--- src/rtl/pipe_hazard_ctrl.sv ---
// Hazard control for an N-stage in-order pipeline.
// It produces the load and flush strobes for the PC and for each pipeline register.
module pipe_hazard_ctrl #(
  parameter int NUM_STAGES  = 5,
  parameter int EX_STAGE    = 2,
  parameter int MEM_STAGE   = 3,
  parameter int FLUSH_DEPTH = 2,
  parameter int CNT_W       = 32
) (
  input  logic                  clk,
  input  logic                  rst,
  input  logic                  imem_resp,
  input  logic                  dmem_resp,
  input  logic                  dmem_req,
  input  logic                  load_use,
  input  logic                  redirect,
  output logic                  imem_read,
  output logic                  load_pc,
  output logic [NUM_STAGES-2:0] load_reg,
  output logic [NUM_STAGES-2:0] flush_reg,
  output logic [CNT_W-1:0]      stall_cnt,
  output logic [CNT_W-1:0]      bubble_cnt,
  output logic [CNT_W-1:0]      flush_cnt
);

  localparam logic [CNT_W-1:0] CNT_ONE = 1;

  generate
    if (!(EX_STAGE >= 1 && MEM_STAGE > EX_STAGE && MEM_STAGE < NUM_STAGES &&
          FLUSH_DEPTH <= EX_STAGE)) begin : g_param_check
      $error("pipe_hazard_ctrl: illegal stage parameters");
    end
  endgenerate

  logic imem_done_reg, imem_done_next;
  logic dmem_done_reg, dmem_done_next;
  logic i_ok, d_ok, adv, bubble;
  logic [2:0] cnt_inc;
  logic [CNT_W-1:0] cnt_reg [3];

  always_comb begin
    i_ok   = imem_resp | imem_done_reg;
    d_ok   = ~dmem_req | dmem_resp | dmem_done_reg;
    adv    = rst & i_ok & d_ok;
    bubble = load_use & ~redirect;
    // A response that completes in the advancing cycle is consumed immediately.
    imem_done_next = adv ? 1'b0 : (imem_done_reg | imem_resp);
    dmem_done_next = adv ? 1'b0 : (dmem_done_reg | dmem_resp);
    imem_read  = rst & ~imem_done_reg;
    load_pc    = adv & ~bubble;
    cnt_inc[0] = rst & ~adv;
    cnt_inc[1] = adv & bubble;
    cnt_inc[2] = adv & redirect;
  end

  always_ff @(posedge clk or negedge rst) begin
    if (!rst) begin
      imem_done_reg <= 1'b0;
      dmem_done_reg <= 1'b0;
    end else begin
      imem_done_reg <= imem_done_next;
      dmem_done_reg <= dmem_done_next;
    end
  end

  genvar gi;
  generate
    for (gi = 0; gi < NUM_STAGES - 1; gi++) begin : g_reg
      localparam logic HOLD_BIT   = (gi < EX_STAGE - 1);
      localparam logic BUBBLE_BIT = (gi == EX_STAGE - 1);
      localparam logic FLUSH_BIT  = (gi < FLUSH_DEPTH);
      // Registers younger than the bubble slot hold so the ID instruction retries.
      assign load_reg[gi]  = adv & ~(bubble & HOLD_BIT);
      assign flush_reg[gi] = adv & (redirect ? FLUSH_BIT : (load_use & BUBBLE_BIT));
    end

    for (gi = 0; gi < 3; gi++) begin : g_cnt
      always_ff @(posedge clk or negedge rst) begin
        if (!rst) begin
          cnt_reg[gi] <= '0;
        end else if (cnt_inc[gi] && (cnt_reg[gi] != '1)) begin
          cnt_reg[gi] <= cnt_reg[gi] + CNT_ONE;
        end
      end
    end
  endgenerate

  assign stall_cnt  = cnt_reg[0];
  assign bubble_cnt = cnt_reg[1];
  assign flush_cnt  = cnt_reg[2];

endmodule

--- config.mk ---
export PLATFORM = sky130hd
export DESIGN_NAME = pipe_hazard_ctrl
export DESIGN_NICKNAME = d
export VERILOG_FILES = /design/src/rtl/pipe_hazard_ctrl.sv
export SDC_FILE = /design/constraint.sdc
export NUM_CORES = 1
export LEC_CHECK = 0
export CAP_MARGIN = 0
export CORE_MARGIN = 2
export CORE_UTILIZATION = 54
export DETAILED_ROUTE_END_ITERATION = 12
export PLACE_DENSITY = 0.92
export SETUP_SLACK_MARGIN = 0.1
export SYNTH_ARGS = -nofsm -noshare
export SYNTH_HDL_FRONTEND = slang
export SYNTH_SLANG_ARGS = --single-unit
--- constraint.sdc ---
create_clock -name clk -period 3.8 [get_ports clk]
set_clock_uncertainty 0.2 [all_clocks]
set_input_delay 0.76 -clock clk [delete_from_list [all_inputs] [get_ports clk]]
set_output_delay 0.76 -clock clk [all_outputs]
set_load 0.05 [all_outputs]
==> results.cfg <==
[status]
outcome = finished clean

[detailed_routing]
wl_met2_um = 5903
wl_met3_um = 661
avgRoutedWirePerCell_um = 17.42
drt_iter0_drc = 210
drtAntennaViolNets = 0
vias_per_cell = 5.863
top_layer = met4
drt_wl_total_um = 11480
drc_errors = 0
vias = 3864
met1_length_um = 4667
drt-pass1-iter-count = 6

[cells_and_area]
ff_latch_area_mm2 = 0.002452
multiInputGateArea_mm2 = 0.002133
nets = 559
n_antenna_cell = 0
drive_above_1_share_pct = 8.484
layout_common_cells = 102 x clkdlybuf4s50_1, 98 x dfrtp_1, 62 x xnor2_1
layout_commonest_cell = clkdlybuf4s50_1
nFillCells = 567
area_growth_syn_to_layout_pct = 30.64

[global_routing]
grt_pass1_vias = 3868
antenna_found_initial = 0
grt_max_degree = 44
grt.total_usage_pct = 24.89
grt_first_pass_wirelength_um = 19200
overflow = 0

[worst_setup_path]
reg2reg_depth = 5
path_cells = clkdlybuf4s50_1 -> o21ai_0 -> nor2_1 -> o21a_1 -> buf_4
cp_num_buf_inv = 2
setup.worst_path.class = input pin to output pin
cp_slowest_cell = clkdlybuf4s50_1
cp_num_cells = 5
cp_top_family = buffers and inverters
startpoint_type = input pin
cp_slowest_stage_delay_ns = 0.50
worst-path-max-fanout = 5
end_kind = output pin
cp.arrival_ns = 2.21
cp_data_required_time_ns = 2.84

[die]
pin_count = 113
die_area_mm2 = 0.009433
die_w_um = 97.13
start_util_pct = 56.43
die_y_um = 97.13
row_count = 33
core_mm2 = 0.008299

[sta]
fin_crit_sh_pct = 83.47
worstMarginPinSlew_ns = 0.8294
final_hold_viol_count = 0
whs_ns = 0.05863
relSlewSlack_pct = 43.83
finalSetupTns_ns = 0
rsz0062_at_grt = no
setup_violations = 0
max_freq_mhz = 315.3
min_period_ns = 3.172
drv_slew = 0

[yosys]
synth_flop_cell = dfrtp_1
synthTopCellsByArea = dfrtp_1 52%, xnor2_1 12%, xor2_1 5.0%, nand4_1 4.5%, nand3_1 3.3%
ys_async_sr_fraction_pct = 100.0
ys_types = 45
synth_compound_area_share_pct = 2.859
synthXorXnorAreaFrac_pct = 16.64
synthMuxAreaShare_pct = 1.176
syn_area_mm2 = 0.004683
synth_edf_count = 0
synth_top_area_share_pct = 52.36
yosysTopAreaCell = dfrtp_1
yosysSeqAreaShare_pct = 52.36
synth_warnings = 0
syn_inst = 434
synthSimpleGateAreaFrac_pct = 23.80
synthAdderAreaFrac_pct = 0.8015
synth_top_family_by_area = simple AND/OR/NAND/NOR gates
ys_seq_elements = 98
synth.avg_cell_area_um2 = 10.79

[power_and_ir_drop]
max-vdd-ir-drop_mv = 0.4030
leakage_nw = 2.653
p_per_area_mw_per_mm2 = 421.6

[placement]
io_buffer_count = 110
place_congestion = 0.8246
dp_hpwl_um = 8459

[clock_tree]
clkSinkCount = 98
numCtsBuffers = 9
root_buffer = clkbuf_8
cts.htree.levels = 3
clk_latency_ns = 0.37
cts_setup_buffers = 0
cts_tree = done
clk_pin_slew_ns = 0.10
cts_resized = 0
cts_max_path_buffers = 2
hold_buffers = 0

[run]
cap_violations = 0

[min_path]
min_path_type = input pin to async pin
path summary, 6_finish.rpt:
kind | slack (ns) | end | startpoint
worst min register to register | 0.29 | dmem_done_reg | dmem_done_reg
min in group clk | 0.29 | dmem_done_reg | dmem_done_reg
worst min-delay path | 0.06 | stall_cnt[28] | rst
worst max register to register | 1.13 | flush_cnt[1] | flush_cnt[18]
max in group asynchronous | 2.49 | bubble_cnt[14] | rst
worst max-delay path | 0.63 | flush_reg[1] | imem_resp
synth_stat cells (all sizes together) (2+ instances only):
library cell	count
clkbuf	6
and4	14
inv	7
o21ai	3
nor2	30
nor2b	2
nor3b	2
nor4b	2
and3	18
a21oi	3
xor2	27
o21a	3
mux2	4
nor3	17
ha	3
a31oi	3
xnor2	62
and2	5
nor4	3
dfrtp	98
or3	2
nand4	35
buf	8
nand3	31
nand2	35
per-layer routing:
layer | GRT usage [%] | vias to the layer above
met2 | 42.09 | 155
met5 | 0 | -
met1 | 32.00 | 1929
met3 | 5.252 | 25
li1 | - | 1755
met4 | 8.451 | 0
through the flow:
step | cell area [um2] | worst slack (ns) | total power, W | cells | utilization [%]
after floorplan | 4692 | 0.3530 | 0.001650 | 435 | -
after global placement | 5914 | 0.6548 | 0.001882 | 643 | 71.26
after detailed placement | 5914 | 0.5630 | 0.001900 | 643 | 71.26
after CTS | 6118 | 0.6194 | 0.002584 | 659 | 73.72
after global routing | 6118 | 0.5012 | 0.002682 | 659 | 73.72
final | 6118 | 0.6281 | 0.002580 | 659 | 73.72
cell type report:
| cell class | count | area share, % |
|---|---|---|
| timing repair buffer | 117 | 19.14 |
| multi-input combinational | 316 | 34.87 |
| tap | 105 | 2.147 |
| clock buffer | 10 | 2.249 |
| clock inverter | 6 | 1.084 |
| sequential | 98 | 40.08 |
| inverter | 7 | 0.4294 |
power by group:
| part | total [W] | switching, W | internal (W) |
|---|---|---|---|
| registers | 0.00122 | 0.000106 | 0.00112 |
| clock network | 0.000696 | 0.000372 | 0.000324 |
| logic | 0.000661 | 0.000443 | 0.000219 |
kinds of logic after synthesis:
family                     after synthesis
other                                    1
xor gates and xnor gates                89
AOI/OAI and AO/OA                       17
muxes                                    5
DFF                                     98
buffers and inverters                   21
adders and majority gates                3
and+or+nand+nor                        200
No activity file was read; power rests on OpenSTA's default activity.
